===== src/rtl/countdown_pkg.sv =====
// Shared definitions for the countdown display path.
//  state_t    : display FSM encoding (IDLE/RUN/EXPIRED/HOLD)
//  SEG_*      : active-low 7-segment glyphs, bit order {g,f,e,d,c,b,a}
package countdown_pkg;

    localparam int unsigned DIGIT_W = 4;
    localparam int unsigned SEG_W   = 7;

    typedef enum logic [1:0] {
        ST_IDLE    = 2'd0,
        ST_RUN     = 2'd1,
        ST_EXPIRED = 2'd2,
        ST_HOLD    = 2'd3
    } state_t;

    localparam logic [SEG_W-1:0] SEG_BLANK = 7'h7F;
    localparam logic [SEG_W-1:0] SEG_DASH  = 7'h3F;

    localparam logic [SEG_W-1:0] SEG_DIGIT [0:9] = '{
        7'h40, 7'h79, 7'h24, 7'h30, 7'h19,
        7'h12, 7'h02, 7'h78, 7'h00, 7'h10
    };

endpackage


===== src/rtl/countdown_hex_display_if.sv =====
// Timer-to-display interface.
//  enable, digit_in, expire : driven by the countdown timer (master)
//  hex1_n, hex0_n, blink_done : driven by the display block (slave)
interface countdown_hex_display_if;
    import countdown_pkg::*;

    logic               enable;
    logic [DIGIT_W-1:0] digit_in;
    logic               expire;
    logic [SEG_W-1:0]   hex1_n;
    logic [SEG_W-1:0]   hex0_n;
    logic               blink_done;

    modport master (
        output enable, digit_in, expire,
        input  hex1_n, hex0_n, blink_done
    );

    modport slave (
        input  enable, digit_in, expire,
        output hex1_n, hex0_n, blink_done
    );

endinterface


===== src/rtl/countdown_hex_display_seg7_encode.sv =====
// Combinational 4-bit to active-low 7-segment decoder.
//  code  : value to show; 0..9 give digits, anything above gives a dash
//  seg_c : active-low segments {g,f,e,d,c,b,a}
module seg7_encode
    import countdown_pkg::*;
(
    input  logic [DIGIT_W-1:0] code,
    output logic [SEG_W-1:0]   seg_c
);

    always_comb begin
        seg_c = SEG_DASH;
        if (code <= DIGIT_W'(9)) begin
            seg_c = SEG_DIGIT[code];
        end
    end

endmodule


===== src/rtl/countdown_hex_display.sv =====
// Drives two HEX displays from the countdown value; blinks "00" on expiry,
// pulses blink_done at the end of the blink sequence, then holds "00".
//  clk, rst : system clock, synchronous active-high reset
//  bus      : timer interface (slave side), see countdown_hex_display_if
module countdown_hex_display
    import countdown_pkg::*;
#(
    parameter int unsigned BLINK_HALF    = 12_500_000,
    parameter int unsigned BLINK_TOGGLES = 6
) (
    input  logic                    clk,
    input  logic                    rst,
    countdown_hex_display_if.slave  bus
);

    localparam int unsigned HALF_W = (BLINK_HALF > 1) ? $clog2(BLINK_HALF) : 1;
    localparam int unsigned TOG_W  = $clog2(BLINK_TOGGLES + 1);
    localparam logic [HALF_W-1:0] HALF_LAST = HALF_W'(BLINK_HALF - 1);
    localparam logic [TOG_W-1:0]  TOG_LAST  = TOG_W'(BLINK_TOGGLES - 1);

    state_t             state;
    logic [HALF_W-1:0]  half_cnt;
    logic [TOG_W-1:0]   tog_cnt;
    logic [SEG_W-1:0]   hex1_q;
    logic [SEG_W-1:0]   hex0_q;
    logic               done_q;

    logic [DIGIT_W-1:0] tens_code;
    logic [DIGIT_W-1:0] units_code;
    logic [SEG_W-1:0]   tens_seg;
    logic [SEG_W-1:0]   units_seg;

    // Split the live value into per-display codes; 11..15 pass through so both decode to dash.
    always_comb begin
        tens_code  = 4'hF;
        units_code = bus.digit_in;
        if (bus.digit_in == DIGIT_W'(10)) begin
            tens_code  = DIGIT_W'(1);
            units_code = DIGIT_W'(0);
        end
    end

    seg7_encode u_tens  (.code(tens_code),  .seg_c(tens_seg));
    seg7_encode u_units (.code(units_code), .seg_c(units_seg));

    // FSM, blink counters and output registers; dropping enable wins over everything but reset.
    always_ff @(posedge clk) begin
        if (rst) begin
            state    <= ST_IDLE;
            half_cnt <= '0;
            tog_cnt  <= '0;
            hex1_q   <= SEG_BLANK;
            hex0_q   <= SEG_BLANK;
            done_q   <= 1'b0;
        end else begin
            done_q <= 1'b0;
            if (!bus.enable) begin
                state  <= ST_IDLE;
                hex1_q <= SEG_BLANK;
                hex0_q <= SEG_BLANK;
            end else begin
                case (state)
                    ST_IDLE: begin
                        state  <= ST_RUN;
                        hex1_q <= SEG_BLANK;
                        hex0_q <= SEG_BLANK;
                    end
                    ST_RUN: begin
                        hex1_q <= (bus.digit_in < DIGIT_W'(10)) ? SEG_BLANK : tens_seg;
                        hex0_q <= units_seg;
                        if (bus.expire) begin
                            state    <= ST_EXPIRED;
                            half_cnt <= '0;
                            tog_cnt  <= '0;
                        end
                    end
                    ST_EXPIRED: begin
                        // Even half-periods are the OFF phase, odd ones show "00".
                        hex1_q <= tog_cnt[0] ? SEG_DIGIT[0] : SEG_BLANK;
                        hex0_q <= tog_cnt[0] ? SEG_DIGIT[0] : SEG_BLANK;
                        if (half_cnt == HALF_LAST) begin
                            half_cnt <= '0;
                            if (tog_cnt == TOG_LAST) begin
                                done_q <= 1'b1;
                                state  <= ST_HOLD;
                            end else begin
                                tog_cnt <= tog_cnt + TOG_W'(1);
                            end
                        end else begin
                            half_cnt <= half_cnt + HALF_W'(1);
                        end
                    end
                    ST_HOLD: begin
                        hex1_q <= SEG_DIGIT[0];
                        hex0_q <= SEG_DIGIT[0];
                    end
                    default: begin
                        state <= ST_IDLE;
                    end
                endcase
            end
        end
    end

    assign bus.hex1_n     = hex1_q;
    assign bus.hex0_n     = hex0_q;
    assign bus.blink_done = done_q;

endmodule


===== src/flat_wrapper.sv =====
// flat-port wrapper written by rule: the top's interface ports become plain ports
module countdown_hex_display_flat import countdown_pkg::*;
#(
    parameter int unsigned BLINK_HALF    = 12_500_000,
    parameter int unsigned BLINK_TOGGLES = 6
)
  (clk, rst, bus_enable, bus_digit_in, bus_expire, bus_hex1_n, bus_hex0_n, bus_blink_done);
  countdown_hex_display_if bus_i ();
  input  logic clk;
  input  logic rst;
  input wire logic [$bits(bus_i.enable)-1:0] bus_enable;
  input wire logic [$bits(bus_i.digit_in)-1:0] bus_digit_in;
  input wire logic [$bits(bus_i.expire)-1:0] bus_expire;
  output wire logic [$bits(bus_i.hex1_n)-1:0] bus_hex1_n;
  output wire logic [$bits(bus_i.hex0_n)-1:0] bus_hex0_n;
  output wire logic [$bits(bus_i.blink_done)-1:0] bus_blink_done;
  assign bus_i.enable = bus_enable;
  assign bus_i.digit_in = bus_digit_in;
  assign bus_i.expire = bus_expire;
  assign bus_hex1_n = bus_i.hex1_n;
  assign bus_hex0_n = bus_i.hex0_n;
  assign bus_blink_done = bus_i.blink_done;
  countdown_hex_display #(.BLINK_HALF(BLINK_HALF), .BLINK_TOGGLES(BLINK_TOGGLES)) u_core (.clk(clk), .rst(rst), .bus(bus_i));
endmodule

===== config.mk =====
export PLATFORM = sky130hd
export DESIGN_NAME = countdown_hex_display_flat
export DESIGN_NICKNAME = d
export VERILOG_FILES = /design/src/rtl/countdown_pkg.sv /design/src/rtl/countdown_hex_display_if.sv /design/src/rtl/countdown_hex_display_seg7_encode.sv /design/src/rtl/countdown_hex_display.sv /design/src/flat_wrapper.sv
export SDC_FILE = /design/constraint.sdc
export NUM_CORES = 1
export LEC_CHECK = 0
export BUFFER_PORTS_ARGS = -buffer_cell sky130_fd_sc_hd__buf_2
export CELL_PAD_IN_SITES_DETAIL_PLACEMENT = 0
export CELL_PAD_IN_SITES_GLOBAL_PLACEMENT = 1
export CORE_UTILIZATION = 44
export CTS_CLUSTER_SIZE = 24
export DETAILED_ROUTE_END_ITERATION = 12
export HOLD_SLACK_MARGIN = 0.03
export PLACE_DENSITY_LB_ADDON = 0.1
export SYNTH_ARGS = -nofsm -noshare
export SYNTH_HDL_FRONTEND = slang
export SYNTH_SLANG_ARGS = --single-unit

===== constraint.sdc =====
create_clock -name clk -period 2.2 [get_ports clk]
set_input_delay 0.22 -clock clk [delete_from_list [all_inputs] [get_ports clk]]
set_output_delay 0.22 -clock clk [all_outputs]
set_load 0.03 [all_outputs]

==> results of run 1 <==
==> cells in the mapped netlist (all sizes together) (2+ instances only) <==
cell and instances:
nand3b 3, o21ai 14, nand2 25, xor2 19
clkbuf 4, buf 6, dfxtp 41, nor2 28
and3 4, or3 2, nand3 18, nand2b 5
nor4bb 2, nor2b 5, nor4 5, ha 13
nand4 12, nor3 6, a21oi 13, inv 7
nor4b 4, and4 2, a31oi 2
==> cells by family after synthesis <==
group | count (synthesis)
AO/OA/AOI/OAI | 34
buffers and inverters | 17
multiplexers | 2
XOR/XNOR | 20
flip-flops | 41
adder cells (fa/ha/maj) | 13
AND/OR/NAND/NOR | 125
==> worst max-delay path: stages (launching register included) <==
cell	delay [ns]
dfxtp_1	0.43
inv_1	0.11
ha_1	0.27
nor2b_2	0.23
or3_1	0.35
o41a_1	0.15
or2_0	0.24
a21oi_2	0.11
==> metrics by stage <==
stage | total power [uW] | util (%) | cells | area (um2) | hold slack [ns]
4_1_cts | 1590 | 52.0 | 344 | 2470 | 0.198
3_5_place_dp | 957 | 49.6 | 336 | 2360 | 0.471
5_1_grt | 1640 | 52.0 | 344 | 2470 | 0.207
2_1_floorplan | 908 | - | 252 | 2180 | 0.397
3_3_place_gp | 958 | 49.6 | 336 | 2360 | 0.467
6_report | 1570 | 52.0 | 344 | 2470 | 0.211
==> per-layer routing <==
metal	routed length [um]	track usage (%)	vias up
li1	-	-	926
met1	2390	27.4	833
met2	2060	29.9	22
met3	117	4.17	6
met4	67	6.54	0
met5	0	0	-
==> state kept, by name, indices dropped and copies added (netlist names) <==
signal	cells
u_core.bus.blink_done	1
u_core.bus.hex0_n	7
u_core.bus.hex1_n	4
u_core.half_cnt	24
u_core.state	2
u_core.tog_cnt	3
==> worst max path at each step <==
| stage | start | endpoint | cells past startpoint |
|---|---|---|---|
| finish | u_core.state[1] | u_core.state[0] | 7 |
| global route | u_core.state[0] | u_core.half_cnt[13] | 7 |
| CTS | u_core.state[1] | u_core.half_cnt[13] | 7 |
| detailed placement | u_core.state[1] | u_core.half_cnt[13] | 7 |
| global placement | u_core.state[1] | u_core.half_cnt[13] | 7 |
| floorplan | u_core.state[1] | u_core.half_cnt[23] | 7 |
==> power by group through the flow <==
stage / registers [uW] / clock network (uW) / logic [uW]
after floorplan: 803 / 0 / 105
after global placement: 780 / 0 / 178
after detailed placement: 780 / 0 / 177
after CTS: 763 / 653 / 178
after global routing: 765 / 679 / 194
final: 763 / 631 / 176
==> layout make-up <==
class / instances / area share [%]
Multi-Input combinational cell: 194 / 51.2
Sequential cell: 41 / 33.2
Timing Repair Buffer: 27 / 6.48
Tap cell: 67 / 3.39
Clock buffer: 5 / 2.78
Clock inverter: 3 / 1.87
Inverter: 7 / 1.06
==> impl_metrics.env, run 1 <==
export IMPL_run_status="completed"
export IMPL_rsz0062_at_grt="false"
export IMPL_die_area_um2=5240
export IMPL_dpl_hpwl_um=3350
export IMPL_worst_pin_slew_ns=0.485
export IMPL_drt_iter0_drc=73
export IMPL_reg2reg_slack_ns=0.25
export IMPL_vias_per_cell=5.19
export IMPL_synth_area_um2=2180
export IMPL_cts_buffers=5
export IMPL_max_freq_mhz=512
export IMPL_worst_setup_path_start_kind="register"
export IMPL_initial_core_util_pct=45.8
export IMPL_hold_path_class="primary input to register"
export IMPL_clock_latency_ns=0.30
export IMPL_row_count=25
export IMPL_synthAdderAreaFrac_pct=7.46
export IMPL_drc=0
export IMPL_clock_skew_ns=0.00968
export IMPL_synth_async_reset_ratio_pct=0
export IMPL_cap_violations=0
export IMPL_slew_violations=0
export IMPL_pin_count=23
export IMPL_grt_ovfl_total=0
export IMPL_post_route_min_period_ns=1.95
export IMPL_syn_avg_cell_area_um2=8.65
export IMPL_register_area_um2=821
export IMPL_grt_pass1_wl_um=7930
export IMPL_die_h_um=72.4
export IMPL_nNetsFinal=297
export IMPL_postSynthNetCount=273
export IMPL_drive_gt1_share_pct=17.0
export IMPL_synth_area_mux_share_pct=0.976
export IMPL_synth_seq_cells=41
export IMPL_seq_power_share_pct=48.6
export IMPL_cts_max_level=2
export IMPL_final_period_utilization_pct=88.7
export IMPL_synth_xor_area_share_pct=8.04
export IMPL_setup_violations=0
export IMPL_leakage_uw=0.000899
export IMPL_worstSetupPathType="register to register"
export IMPL_wl_um=4630
export IMPL_ctsRootBufferMaster="clkbuf_8"
export IMPL_wl_per_cell_um=13.5
export IMPL_hold_buffers=0
export IMPL_synth_top_family_by_area="simple AND/OR/NAND/NOR gates"
export IMPL_min_from="rst"
export IMPL_num_vias=1787
export IMPL_yosys_area_top_type="dfxtp_1"
export IMPL_antenna_cells=0
export IMPL_postRouteAntennaNets=0
export IMPL_ys_warn_count=0
export IMPL_ys_seq_area_share_pct=37.7
export IMPL_die_width_um=72.4
export IMPL_final_cell_mix="dfxtp_1 (41), nor2_1 (28), nand2_1 (25)"
export IMPL_pwr_share_comb_pct=11.2
export IMPL_synth_compound_area_share_pct=9.07
export IMPL_first_global_vias=1699
export IMPL_setup_tns_ns=0
export IMPL_hold_depth=2
export IMPL_reg2reg_to="u_core.state[0]"
export IMPL_clk_pin_slew_ns=0.08
export IMPL_p_int_uw=1160
export IMPL_power_share_switching_pct=26.3
export IMPL_synth_area_leaders="dfxtp_1 (38%), xor2_1 (7.6%), ha_1 (7.5%), nor2_1 (4.8%), nand2_1 (4.3%)"
export IMPL_layout_commonest_cell="dfxtp_1"
export IMPL_r2r_start="u_core.state[1]"
export IMPL_synth_distinct_cells=47
export IMPL_end_kind="register"
export IMPL_vdd_drop_max_v=0.000301
export IMPL_drt_first_pass_iters=4
export IMPL_multi_input_area_um2=1260
export IMPL_grt_use_total_pct=19.6
export IMPL_synth_simple_area_share_pct=32.5
export IMPL_gp_congestion=0.774
export IMPL_antenna_found_initial=0
export IMPL_clock_power_share_pct=40.2
export IMPL_crit_required_ns=2.44
export IMPL_worstRegToRegCells=7
export IMPL_cts_tree="done"
export IMPL_fin_ws_ns=0.248
export IMPL_p_switching_uw=412
export IMPL_syn_inst=252
export IMPL_portBuffers=22
export IMPL_cts_resized=0
export IMPL_pre_cts_slack_ns=0.265
export IMPL_nFillCells=517
export IMPL_core_area_um2=4750
export IMPL_synth_edf_count=0
export IMPL_cts_sinks=41
export IMPL_crit_fanout=7
export IMPL_powerDensity_nw_per_um2=635
export IMPL_synthFlopType="dfxtp_1"
export IMPL_yosys_area_top_type_share_pct=37.7
export IMPL_hold_viol_final=0
export IMPL_holdPathEnd="u_core.half_cnt[1]"
export IMPL_worstPathArrival_ns=2.19
export IMPL_grt_start_max_net_pins=20
export IMPL_area_growth_pct=13.4
export IMPL_max_slew_margin_rel_pct=67.5
export IMPL_cts_buffer_depth=2
export IMPL_cts_setup_buffers=0
No activity file was read; power rests on OpenSTA's default activity.
==> run 2, diff against run 1 <==
--- a/config.mk
+++ b/config.mk
@@ -10,5 +10,5 @@
 export CELL_PAD_IN_SITES_GLOBAL_PLACEMENT = 1
 export CORE_UTILIZATION = 44
-export CTS_CLUSTER_SIZE = 24
+export CTS_CLUSTER_SIZE = 12
 export DETAILED_ROUTE_END_ITERATION = 12
 export HOLD_SLACK_MARGIN = 0.03
==> constraint.sdc (replaced) <==
create_clock -name clk -period 2.2 [get_ports clk]
set_input_delay 0.11 -clock clk [delete_from_list [all_inputs] [get_ports clk]]
set_output_delay 0.11 -clock clk [all_outputs]
set_load 0.03 [all_outputs]
==> run 2 against run 1 <==
Against the previous run:
- cell count shrank 0.29%
- maximum frequency fell by 0.50%
- register-to-register slack hardly changed
- clock skew down 0.0047 ns
- critical path depth stayed put
- via count fell by 1.1%
- core utilization is 0.76 points lower
- clock-buffer cell count is the same
- wire length down 1.3%
- combinational power hardly changed
- setup slack lost 0.0097 ns
- sequential power barely moved
- largest power group unchanged
==> impl_metrics.env, run 2 (same netlist as run 1, synthesis figures left out) <==
export IMPL_worstPathArrival_ns=2.15
export IMPL_hold_buffers=0
export IMPL_first_global_vias=1610
export IMPL_powerDensity_nw_per_um2=588
export IMPL_post_route_min_period_ns=1.96
export IMPL_cts_buffers=5
export IMPL_run_status="completed"
export IMPL_die_h_um=72.4
export IMPL_max_slew_margin_rel_pct=66.2
export IMPL_drt_iter0_drc=80
export IMPL_rsz0062_at_grt="false"
export IMPL_power_share_switching_pct=27.7
export IMPL_cts_tree="done"
export IMPL_path_cells="inv_1 > ha_1 > nand2_1 > nor3_1 > nand4_1 > xor2_1 > nor2_1"
export IMPL_antenna_cells=0
export IMPL_clock_latency_ns=0.29
export IMPL_die_area_um2=5240
export IMPL_area_growth_pct=11.7
export IMPL_grt_ovfl_total=0
export IMPL_clock_skew_ns=0.00502
export IMPL_worst_setup_path_start_kind="register"
export IMPL_wl_um=4570
export IMPL_crit_fanout=6
export IMPL_final_cell_mix="dfxtp_1 (41), nor2_1 (28), nand2_1 (25)"
export IMPL_design_area_um2=2430
export IMPL_drc=0
export IMPL_vias_per_cell=5.15
export IMPL_grt_pass1_wl_um=7670
export IMPL_r2r_start="u_core.state[1]"
export IMPL_cts_buffer_depth=2
export IMPL_cp_slowest_stage_delay_ns=0.45
export IMPL_cts_max_level=2
export IMPL_grt_use_total_pct=18.8
export IMPL_crit_buf_inv=1
export IMPL_whs_ns=0.107
export IMPL_vdd_drop_max_v=0.000323
export IMPL_layout_commonest_cell="dfxtp_1"
export IMPL_slew_violations=0
export IMPL_min_from="rst"
export IMPL_max_freq_mhz=510
export IMPL_cap_violations=0
export IMPL_cts_sinks=41
export IMPL_row_count=25
export IMPL_nNetsFinal=296
export IMPL_drt_first_pass_iters=4
export IMPL_cts_setup_buffers=0
export IMPL_finalCoreUtilization_pct=51.2
export IMPL_critPathLaunch="u_core.state[1]"
export IMPL_pwr_share_comb_pct=12.1
export IMPL_worst_pin_slew_ns=0.502
export IMPL_setup_tns_ns=0
export IMPL_final_period_utilization_pct=89.2
export IMPL_postRouteAntennaNets=0
export IMPL_hold_viol_final=0
export IMPL_leakage_uw=0.000884
export IMPL_regMostFlops="u_core.half_cnt"
export IMPL_seq_power_share_pct=53.3
export IMPL_nFillCells=496
export IMPL_p_switching_uw=396
export IMPL_p_int_uw=1040
export IMPL_gp_congestion=0.775
export IMPL_initial_core_util_pct=45.8
export IMPL_setup_violations=0
export IMPL_ctsRootBufferMaster="clkbuf_8"
export IMPL_crit_slowest_cell="nor3_1"
export IMPL_hold_path_class="primary input to register"
export IMPL_drive_gt1_share_pct=16.7
export IMPL_pin_count=23
export IMPL_num_vias=1767
export IMPL_end_kind="register"
export IMPL_core_area_um2=4750
export IMPL_dpl_cell_area_um2=2350
export IMPL_total_power_uw=1430
export IMPL_grt_start_max_net_pins=20
export IMPL_antenna_found_initial=0
export IMPL_dpl_hpwl_um=3320
export IMPL_clk_pin_slew_ns=0.09
export IMPL_crit_required_ns=2.39
export IMPL_largest_register_ffs=24
export IMPL_portBuffers=22
export IMPL_worstSetupPathType="register to register"
export IMPL_cts_resized=0
export IMPL_crit_family="simple AND/OR/NAND/NOR gates"
export IMPL_wl_per_cell_um=13.3
export IMPL_clock_power_share_pct=34.5
export IMPL_die_width_um=72.4
run 2: worst reg2reg max path, delay by kind of cell (launching register included):
kind | cells | cell delay, ns
adders and majority gates | 1 | 0.35
DFF | 1 | 0.42
xor gates and xnor gates | 1 | 0.17
and+or+nand+nor | 4 | 0.82
buffers and inverters | 1 | 0.11
run 2: routing by layer:
layer	vias up	GRT usage (%)	wire (um)	share of wire [%]
li1	929	-	-	-
met1	819	26.4	2350	51
met2	17	29.3	2100	46
met3	2	4.17	89	1.9
met4	0	4.58	29	0.63
met5	-	0	0	0
run 2: cell type report:
cell class                 count  area (um2)  share of cell area, %
multi-input combinational    194        1260                   52.0
sequential                    41         821                   33.7
timing repair buffer          26         153                   6.27
tap                           67        83.8                   3.44
clock buffer                   5        68.8                   2.83
inverter                       7        26.3                   1.08
clock inverter                 3        17.5                  0.719
run 2: through the flow:
stage               instances  worst slack, ns
global placement          335            0.285
floorplan                 252            0.322
CTS                       343            0.247
detailed placement        335            0.282
finish                    343            0.239
global route              343           0.0632
run 2: worst paths after layout:
path         slack, ns  depth (start not counted)                  end
max               0.24                          7  u_core.half_cnt[13]
max reg2reg       0.24                          7  u_core.half_cnt[13]
min reg2reg       0.48                          2   u_core.half_cnt[1]
min               0.11                          2    u_core.tog_cnt[1]
run 2: power by group through the flow:
stage	combinational [uW]	sequential, uW	clock [uW]
finish	174	763	494
global route	193	765	541
CTS	175	763	515
detailed placement	174	780	0
global placement	176	780	0
floorplan	105	803	0
